==> src/rtl/hub75_pkg.sv <==
`default_nettype none
// +----------------------------------------------------------------------------+
// | hub75_pkg : shared scan-state encoding and default geometry for hub75_top  |
// | Revision  : 1.0                                                            |
// +----------------------------------------------------------------------------+
package hub75_pkg;

  typedef enum logic [1:0] {
    ST_ROW     = 2'd0,
    ST_SHIFT   = 2'd1,
    ST_LATCH   = 2'd2,
    ST_DISPLAY = 2'd3
  } hub75_state_t;

  localparam int ROW_CYCLES     = 3;
  localparam int COLS_DEF       = 64;
  localparam int SCAN_ROWS_DEF  = 32;
  localparam int BITS_DEF       = 8;
  localparam int DISP_BASE_DEF  = 8;
  localparam int LANES          = 4;

endpackage : hub75_pkg
`default_nettype wire

==> src/rtl/hub75_pattern.sv <==
`default_nettype none
// +----------------------------------------------------------------------------+
// | hub75_pattern : test-pattern generator, (lane,row,col,plane) -> {r,g,b}    |
// | Revision      : 1.0                                                        |
// +----------------------------------------------------------------------------+
module hub75_pattern #(
  parameter int ROW_W   = 5,
  parameter int COL_W   = 6,
  parameter int PLANE_W = 3
) (
  input  logic [1:0]         i_lane,
  input  logic [ROW_W-1:0]   i_row,
  input  logic [COL_W-1:0]   i_col,
  input  logic [PLANE_W-1:0] i_plane,
  output logic               o_r,
  output logic               o_g,
  output logic               o_b
);

  logic [7:0] w_red;
  logic [7:0] w_grn;
  logic [7:0] w_blu;
  logic [2:0] w_bit_idx;
  logic       w_in_range;

  // Size casts zero-extend narrow indices and truncate wide ones to the field.
  assign w_red      = {6'(i_col), 2'b00};
  assign w_grn      = {5'(i_row), 3'b000};
  assign w_blu      = {i_lane, 6'b000000};
  assign w_bit_idx  = 3'(i_plane);
  assign w_in_range = (32'(i_plane) < 32'd8);

  assign o_r = w_in_range & w_red[w_bit_idx];
  assign o_g = w_in_range & w_grn[w_bit_idx];
  assign o_b = w_in_range & w_blu[w_bit_idx];

endmodule : hub75_pattern
`default_nettype wire

==> src/rtl/hub75_top.sv <==
`default_nettype none
// +----------------------------------------------------------------------------+
// | hub75_top : HUB75 scan driver with BCM brightness and built-in test pattern|
// | Revision  : 1.0                                                            |
// +----------------------------------------------------------------------------+
module hub75_top
  import hub75_pkg::*;
#(
  parameter int COLS      = COLS_DEF,
  parameter int SCAN_ROWS = SCAN_ROWS_DEF,
  parameter int BITS      = BITS_DEF,
  parameter int DISP_BASE = DISP_BASE_DEF
) (
  input  logic clk,
  input  logic rst,
  output logic r1,
  output logic g1,
  output logic b1,
  output logic r2,
  output logic g2,
  output logic b2,
  output logic r3,
  output logic g3,
  output logic b3,
  output logic r4,
  output logic g4,
  output logic b4,
  output logic row_clk,
  output logic row_data,
  output logic clk_out,
  output logic lat,
  output logic blank
);

  localparam int K_W     = $clog2(2 * COLS);
  localparam int COL_W   = K_W - 1;
  localparam int ROW_W   = (SCAN_ROWS > 1) ? $clog2(SCAN_ROWS) : 1;
  localparam int PLANE_W = (BITS > 1) ? $clog2(BITS) : 1;
  localparam int DISP_W  = BITS + $clog2(DISP_BASE);

  // Counters describe the cycle the output registers will present next.
  hub75_state_t       r_state;
  logic [K_W-1:0]     r_k;
  logic [ROW_W-1:0]   r_row;
  logic [PLANE_W-1:0] r_plane;
  logic [DISP_W-1:0]  r_disp;

  logic [LANES-1:0]   r_red;
  logic [LANES-1:0]   r_grn;
  logic [LANES-1:0]   r_blu;
  logic               r_row_clk;
  logic               r_row_data;
  logic               r_clk_out;
  logic               r_lat;
  logic               r_blank;

  logic [LANES-1:0]   w_pat_r;
  logic [LANES-1:0]   w_pat_g;
  logic [LANES-1:0]   w_pat_b;
  logic [COL_W-1:0]   w_col;
  logic [DISP_W-1:0]  w_disp_last;

  assign w_col       = r_k[K_W-1:1];
  assign w_disp_last = DISP_W'((DISP_BASE << r_plane) - 1);

  for (genvar gi = 0; gi < LANES; gi++) begin : g_lane
    hub75_pattern #(
      .ROW_W   (ROW_W),
      .COL_W   (COL_W),
      .PLANE_W (PLANE_W)
    ) u_pattern (
      .i_lane  (2'(gi)),
      .i_row   (r_row),
      .i_col   (w_col),
      .i_plane (r_plane),
      .o_r     (w_pat_r[gi]),
      .o_g     (w_pat_g[gi]),
      .o_b     (w_pat_b[gi])
    );
  end

  always_ff @(posedge clk) begin
    if (rst) begin
      r_state    <= ST_ROW;
      r_k        <= '0;
      r_row      <= '0;
      r_plane    <= '0;
      r_disp     <= '0;
      r_red      <= '0;
      r_grn      <= '0;
      r_blu      <= '0;
      r_row_clk  <= 1'b0;
      r_row_data <= 1'b0;
      r_clk_out  <= 1'b0;
      r_lat      <= 1'b0;
      r_blank    <= 1'b1;
    end else begin
      r_red      <= '0;
      r_grn      <= '0;
      r_blu      <= '0;
      r_row_clk  <= 1'b0;
      r_row_data <= 1'b0;
      r_clk_out  <= 1'b0;
      r_lat      <= 1'b0;
      r_blank    <= 1'b1;
      case (r_state)
        ST_ROW: begin
          // Data is held across the row_clk rise so the selector samples it cleanly.
          r_row_data <= (r_k < K_W'(2)) && (r_row == '0);
          r_row_clk  <= (r_k == K_W'(1));
          if (r_k == K_W'(ROW_CYCLES - 1)) begin
            r_k     <= '0;
            r_state <= ST_SHIFT;
          end else begin
            r_k <= r_k + K_W'(1);
          end
        end
        ST_SHIFT: begin
          r_clk_out <= r_k[0];
          r_red     <= w_pat_r;
          r_grn     <= w_pat_g;
          r_blu     <= w_pat_b;
          if (r_k == K_W'(2 * COLS - 1)) begin
            r_k     <= '0;
            r_state <= ST_LATCH;
          end else begin
            r_k <= r_k + K_W'(1);
          end
        end
        ST_LATCH: begin
          r_lat   <= 1'b1;
          r_disp  <= '0;
          r_state <= ST_DISPLAY;
        end
        ST_DISPLAY: begin
          r_blank <= 1'b0;
          if (r_disp == w_disp_last) begin
            if (r_plane == PLANE_W'(BITS - 1)) begin
              r_plane <= '0;
              r_row   <= (r_row == ROW_W'(SCAN_ROWS - 1)) ? '0 : r_row + ROW_W'(1);
              r_state <= ST_ROW;
            end else begin
              r_plane <= r_plane + PLANE_W'(1);
              r_state <= ST_SHIFT;
            end
          end else begin
            r_disp <= r_disp + DISP_W'(1);
          end
        end
        default: r_state <= ST_ROW;
      endcase
    end
  end

  assign {r1, r2, r3, r4} = {r_red[0], r_red[1], r_red[2], r_red[3]};
  assign {g1, g2, g3, g4} = {r_grn[0], r_grn[1], r_grn[2], r_grn[3]};
  assign {b1, b2, b3, b4} = {r_blu[0], r_blu[1], r_blu[2], r_blu[3]};
  assign row_clk  = r_row_clk;
  assign row_data = r_row_data;
  assign clk_out  = r_clk_out;
  assign lat      = r_lat;
  assign blank    = r_blank;

endmodule : hub75_top
`default_nettype wire

==> config.mk <==
export PLATFORM = sky130hd
export DESIGN_NAME = hub75_top
export DESIGN_NICKNAME = d
export VERILOG_FILES = /design/src/rtl/hub75_pkg.sv /design/src/rtl/hub75_pattern.sv /design/src/rtl/hub75_top.sv
export SDC_FILE = /design/constraint.sdc
export NUM_CORES = 1
export LEC_CHECK = 0
export ABC_AREA = 1
export CAP_MARGIN = 10
export CELL_PAD_IN_SITES_DETAIL_PLACEMENT = 2
export CELL_PAD_IN_SITES_GLOBAL_PLACEMENT = 2
export CORE_MARGIN = 2
export CORE_UTILIZATION = 33
export DETAILED_ROUTE_END_ITERATION = 10
export GPL_TIMING_DRIVEN = 0
export PLACE_DENSITY = 0.76
export SYNTH_ARGS = -nofsm -noshare
export SYNTH_HDL_FRONTEND = slang
export SYNTH_SLANG_ARGS = --single-unit
export TNS_END_PERCENT = 100
==> constraint.sdc <==
create_clock -name clk -period 3.2 [get_ports clk]
set_clock_uncertainty 0.15 [all_clocks]
set_input_delay 0.64 -clock clk [delete_from_list [all_inputs] [get_ports clk]]
set_output_delay 0.64 -clock clk [all_outputs]
set_load 0.02 [all_outputs]
## Word-level counts from Yosys, hierarchy flattened

Memory sizes are Yosys's and may differ from the RTL's. A register that Yosys moved wholly into a read port is not among the register bits.
Index checks and enable logic that the tools add are counted.

| word-level totals | value |
|---|---|
| output and inout bits | 17 |
| bits in latches | 0 |
| logic and storage cells | 68 |
| bits of input ports | 2 |
| bits in read-only memories | 32 |
| bits in registers | 35 |
| memories | 4 |
| memory bits (writable) | 0 |

Memories:

| name | words | bits a word | rd ports | clocked after memory_dff | write ports | line | source |
|---|---|---|---|---|---|---|---|
| (name not given) | 8 | 1 | 1 | 1 | 0 | hub75_pattern.sv:35 | `assign o_b = w_in_range & w_blu[w_bit_idx];` |
| (name not given) | 8 | 1 | 1 | 1 | 0 | hub75_pattern.sv:35 |  |
| (name not given) | 8 | 1 | 1 | 1 | 0 | hub75_pattern.sv:35 |  |
| (name not given) | 8 | 1 | 1 | 1 | 0 | hub75_pattern.sv:35 |  |

| operators by class | value |
|---|---|
| reduce and logical (&&, ||, !) cells | 11 |
| add/subtract/negate cells | 5 |
| eq/ne operators | 13 |
| order comparisons | 2 |
| bitwise operators | 2 |
| divide/modulo/power cells | 0 |
| shift-type cells | 1 |
| multiply operators | 0 |
| mux-type cells | 18 |

Operator list:

| operator | count |
|---|---|
| one-hot mux 11 bit (2 select lines) | 1 |
| 2-to-1 mux 7 bit | 2 |
| one-hot mux 7 bit (2 select lines) | 1 |
| adder 11 x 1 -> 11 bit (second input constant) | 1 |
| == test 11 bit | 1 |
| 2-to-1 mux 11 bit | 1 |
| << shifter 4 x 3 -> 11 bit (first input constant) | 1 |
| subtractor 11 x 2 -> 11 bit (second input constant) | 1 |
| != test 2 bit (second input constant) | 4 |
| one-hot mux 2 bit (4 select lines) | 1 |
| adder 7 x 1 -> 7 bit (second input constant) | 1 |
| == test 7 x 1 -> 1 bit (second input constant) | 1 |
| == test 7 x 2 -> 1 bit (second input constant) | 1 |
| == test 7 bit (second input constant) | 1 |
| less-than comparator 7 x 2 -> 1 bit (second input constant) | 1 |
| binary-select mux 1 bit (select 3 bit) | 2 |
| 2-to-1 mux 2 bit | 3 |
| AND reduction 3 bit | 2 |
| adder 5 x 1 -> 5 bit (second input constant) | 1 |
| == test 5 bit (second input constant) | 1 |
| logical NOT 5 bit | 1 |
| 2-to-1 mux 1 bit | 5 |
| 2-to-1 mux 5 bit | 1 |
| == test 2 bit (second input constant) | 2 |
| other kinds (11) | 15 |

## Longest topological paths before layout

| logic depth | value |
|---|---|
| depth after elaboration | 5 |
| mapped depth | 16 |
| mapped depth without buffers | 15 |

## Cells and area by module

Synthesis repeated with hierarchy kept, for this count alone.

| unflattened totals | value |
|---|---|
| cell total of the unflattened synthesis | 489 |
| area total of the unflattened synthesis | 3,156.8 um2 |

Modules (own cells, without submodules):

| module | area an instance (um2) | times used | cells each | sequential area each (um2) |
|---|---|---|---|---|
| hub75_top | 2,426.1 | 1 | 341 | 900.9 |
| hub75_pattern | 182.7 | 4 | 37 | 0.0 |

## Worst setup path after synthesis

No wires, ideal clock.

| timing | value |
|---|---|
| path type | register to register |
| start point | register r_plane[0] |
| end point | register r_row[1] |
| period minus slack after synthesis | 2.293 ns |
| stages on the path, launching flop included | 14 |
| arrival | 2.030 ns |
| setup slack | 0.907 ns |
| library setup time | 0.113 ns |
| data required time | 2.937 ns |
| path buffers | 1 |
| cells stage by stage | dfxtp_1 clkbuf_1 inv_1 ha_1 inv_1 nand2_1 nor2_1 nand3_1 nand2_1 nand3_4 nor3_4 nand2_1 o21ai_1 nor2_1 |

| on the way | value |
|---|---|
| cells in the longest elaborated chain, start to end | 4 |
| elaborated cells between the ends (all ways) | 5 |
| those cells by class | 1 x add/sub; 2 x eq/ne; 1 x shift; 1 x reduce/logical |

Ends and longest elaborated chain:

| what | line | source |
|---|---|---|
| start: declaration | hub75_top.sv:45 | `logic [PLANE_W-1:0] r_plane;` |
| start signal: assignment | hub75_top.sv:143 | `r_plane <= r_plane + PLANE_W'(1);` |
| << shifter 4 x 3 -> 11 bit | hub75_top.sv:64 | `assign w_disp_last = DISP_W'((DISP_BASE << r_plane) - 1);` |
| subtractor 11 x 2 -> 11 bit | hub75_top.sv:64 |  |
| == test 11 bit | hub75_top.sv:137 | `if (r_disp == w_disp_last) begin` |
| AND reduction 3 bit (no line) (*) | - |  |
| end signal: assignment | hub75_top.sv:140 | `r_row <= (r_row == ROW_W'(SCAN_ROWS - 1)) ? '0 : r_row + ROW_W'(1);` |
| end: declaration | hub75_top.sv:44 | `logic [ROW_W-1:0] r_row;` |

Mark *: on every way between the ends. The rest lies on a longest branch, timed or not.
A chain may end at the register's enable or synchronous reset.

## Worst setup path in the final report

| timing | value |
|---|---|
| start point | register r_plane[0] |
| end point | register r_row[3] |

The elaborated chain is that of the path after synthesis.

==> summary.md <==
| Metric | Value |
|---|---|
| Final setup TNS | 0 ns |
| CTS buffer count | 5 |
| Post-route antenna net violation count | 0 |
| Final period util | a little over four fifths |
| First-pass GRT wire length | around 12000 um |
| # IOs | 19 |
| Vias per cell | between 4 and 5 |
| # placed instances | between 400 and 500 |
| Initial antenna violation count | 0 |
| Final hold vios | 0 |
| Share of layout cells above drive strength 1 | under 10% |
| Synth Instances | 345 |
| R2R Setup Slk | between 0.5 and 0.6 ns |
| Critical path class | flop to flop |
| Synth warn | 0 |
| Net Count, Synth | 364 |
| Area Overhead vs Synth | 17.20% |
| Power density over the cells | 457.0 nW/um^2 |
| Crit-path max FO | 10 |
| Crit. End Element | flop |
| Crit path DAT | roughly 2.7 ns |
| Worst slew margin | between 50% and 60% |
| Deepest clock path buffer count | 2 |
| Main synth FF type | dfxtp_1 |
| Distinct cells, synth | 34 |
| Die width | between 80 and 90 um |
| Hold_buf cts | 0 |
| Core footprint | ~6900 um^2 |
| Initial Util | about a third |
| Register area share after synthesis | between 30% and 40% |
| Pre-antenna DRT Iters | 4 |
| DRC viols | 0 |
| Post-Route WL | roughly 7500 um |
| Post-synth EDFFs | 0 |
| Max cap viols | 0 |
| CTS tree | built |
| Unrepaired setup endpoints after global routing | no |
| Max frequency | ~370 MHz |
| Synth Area per Inst | slightly below 7 um^2 |
| Largest net degree at the start of global routing | 12 |
| Leak | around 1.1 nW |
| CTS H-tree depth | 2 |
| Crit path required time | between 3 and 4 ns |
| Worst min path class | flop to flop |
| Port bufs | 17 |
| Routability cong. | between 0.7 and 0.8 |
| Reg clk slew, reported paths | roughly 0.08 ns |
| Worst-Skew Late Latency | 0.29 ns |
| Die height | between 80 and 90 um |
| Synth Cell Area | ~2400 um^2 |
| Wire per inst | between 15 and 20 um |
| Vias | between 2000 and 2500 |
| Finished Core Util | a little over 40% |
| CP Launch Type | flop |
| # setup viols final | 0 |
| Pre-CTS setup slack | around 0.22 ns |
| Nets | 388 |
| Row count | 30 |
| Worst Tran Pin Value | 0.6253 ns |
| Worst vdd ir | 0.2189 mV |
| GRT Util Overall | between 20 and 25% |
| Die area | between 7000 and 8000 um^2 |
| CTS Sinks | 38 |
| Fin cells | roughly 470 |
| Hold path cells | 1 |
| Seq cells post-synth | 38 |
| Grt total ovfl | 0 |
| RR Endpoint | r_row[3]$_SDFFE_PP0P_ |
| DP Wirelength | between 5000 and 6000 um |
| Outcome | completed |
| Worst reg-to-reg path cell count | 13 |
| Min cycle time layout | about 2.7 ns |
| WHS Endpoint | r_disp[0]$_SDFFE_PP0P_ |
| Origin of the critical flop-to-flop path | r_plane[0]$_SDFFE_PP0P_ |
| Hold Startpoint | r_disp[0]$_SDFFE_PP0P_ |
| Root Buffer | clkbuf_8 |
| Diode count | 0 |
| Vias in the first global route | 2500 |
| Fraction of registers with async set/reset | 0% |
| Final setup margin | 0.5009 ns |
| Total power | roughly 1.3 mW |
| Starting DRT DRC Count | 57 |
| Fin. max-slew vios | 0 |
-- layer usage --
metal	vias up	global-route usage [%]	share of wire (%)	routed length (um)
li1	1160	-	-	-
met5	-	0	0	0
met1	1111	28.72	50	3753
met4	0	4.270	0.91	68
met2	19	34.26	47	3485
met3	6	3.265	1.9	143
-- critical path: stages, from the launching register on --
cell,delay (ns)
dfxtp_1,0.36
clkbuf_2,0.24
inv_1,0.18
ha_1,0.29
inv_1,0.16
nand2_1,0.07
nor2_1,0.09
nand3_1,0.07
nand2_1,0.14
nand3_4,0.12
nor2_1,0.31
nand4_1,0.13
nand2_1,0.17
nor2_1,0.08
-- cells by family (layout without fill, tap and decap cells) --
| logic type | after synthesis | in the layout | share of synthesized area (%) |
|---|---|---|---|
| simple gates | 176 | 176 | 33.55 |
| buf+inv | 57 | 81 | 11.16 |
| compound gates | 49 | 49 | 11.38 |
| flops | 38 | 38 | 32.17 |
| fa+ha+maj | 17 | 17 | 8.995 |
| xor+xnor | 7 | 7 | 2.593 |
| other cells | 1 | 1 | 0.1586 |
-- cells in the final DEF, fill, tap and decap left out --
| master | count |
|---|---|
| nor2_2 | 2 |
| o22ai_1 | 1 |
| clkdlybuf4s50_1 | 17 |
| a211oi_1 | 1 |
| o21ai_1 | 3 |
| a31oi_1 | 2 |
| nand3_4 | 1 |
| bufinv_16 | 1 |
| o21ai_4 | 1 |
| nand2_2 | 2 |
| nand3b_1 | 1 |
| inv_2 | 1 |
| clkbuf_1 | 3 |
| buf_2 | 1 |
| clkbuf_8 | 6 |
| buf_4 | 8 |
| o211ai_1 | 1 |
| ha_1 | 17 |
| nor3_1 | 10 |
| conb_1 | 1 |
| inv_1 | 39 |
| clkbuf_2 | 2 |
| inv_4 | 1 |
| nor4_1 | 1 |
| xor2_1 | 5 |
| nor2_1 | 43 |
| nand4_1 | 10 |
| nand2_1 | 71 |
| a21oi_1 | 23 |
| nor2_4 | 2 |
| dfxtp_1 | 38 |
| xnor2_1 | 2 |
| nand3_1 | 32 |
| o21ai_0 | 16 |
| nor3_4 | 1 |
| a31o_2 | 1 |
| buf_6 | 2 |
-- how the worst max path moves through the flow --
| stage | startpoint | endpoint | slack (ns) | depth (start not counted) |
|---|---|---|---|---|
| 4_1_cts | r_plane[0]$_SDFFE_PP0P_ | r_disp[0]$_SDFFE_PP0P_ | 0.18 | 14 |
| 3_5_place_dp | r_plane[0]$_SDFFE_PP0P_ | r_disp[0]$_SDFFE_PP0P_ | 0.22 | 14 |
| 3_3_place_gp | r_plane[0]$_SDFFE_PP0P_ | r_disp[4]$_SDFFE_PP0P_ | 0.28 | 14 |
| 2_1_floorplan | r_plane[0]$_SDFFE_PP0P_ | r_row[1]$_SDFFE_PP0P_ | 0.91 | 13 |
| 6_report | r_plane[0]$_SDFFE_PP0P_ | r_row[3]$_SDFFE_PP0P_ | 0.50 | 13 |
| 5_1_grt | r_plane[0]$_SDFFE_PP0P_ | r_disp[0]$_SDFFE_PP0P_ | 0.23 | 13 |
-- layout make-up --
class	count	area, um^2
well taps	96	120.1
inverters	41	156.4
repair buffers	17	170.2
fillers	872	4098
clock buffers	6	82.58
flip-flops and latches	38	760.7
multi-input cells	250	1343
clock inverters	1	30.03
plain buffers	16	108.9
-- registers in the layout (all words and copies together) (netlist names) --
register and count:
blank 1, clk_out 1, lat 1, r_blu 3, r_disp 11, r_grn 1, r_k 7, r_plane 3
r_red 1, r_row 5, r_state 2, row_clk 1, row_data 1
-- synth_stat cells, types with 4 or more instances --
cell	number	area, um^2
nand2_1	71	266.5
buf_4	8	60.06
o21ai_0	16	80.08
inv_1	39	146.4
xor2_1	5	43.79
clkbuf_1	4	15.01
dfxtp_1	38	760.7
nand3_1	32	160.2
ha_1	17	212.7
nor3_1	10	50.05
a21oi_1	23	115.1
nand4_1	10	62.56
nor2_1	44	165.2
-- metrics by stage --
stage	instance area (um^2)	hold WS, ns
after floorplan	2365	0.3090
after CTS	2768	0.3776
after detailed placement	2655	0.3623
after global routing	2771	0.4052
after global placement	2655	0.3361
final	2771	0.3703
-- power breakdown --
group | internal, mW | switching, mW
Combinational | 0.100 | 0.201
Clock | 0.250 | 0.176
Sequential | 0.508 | 0.0319
-- repair_timing --
action | in CTS | in global routing
setup endpoints to repair | 0 | 5
gates resized for setup | 0 | 3
hold endpoints to repair | 0 | 0
buffers inserted | 0 | 0
No activity file was read; power rests on OpenSTA's default activity.
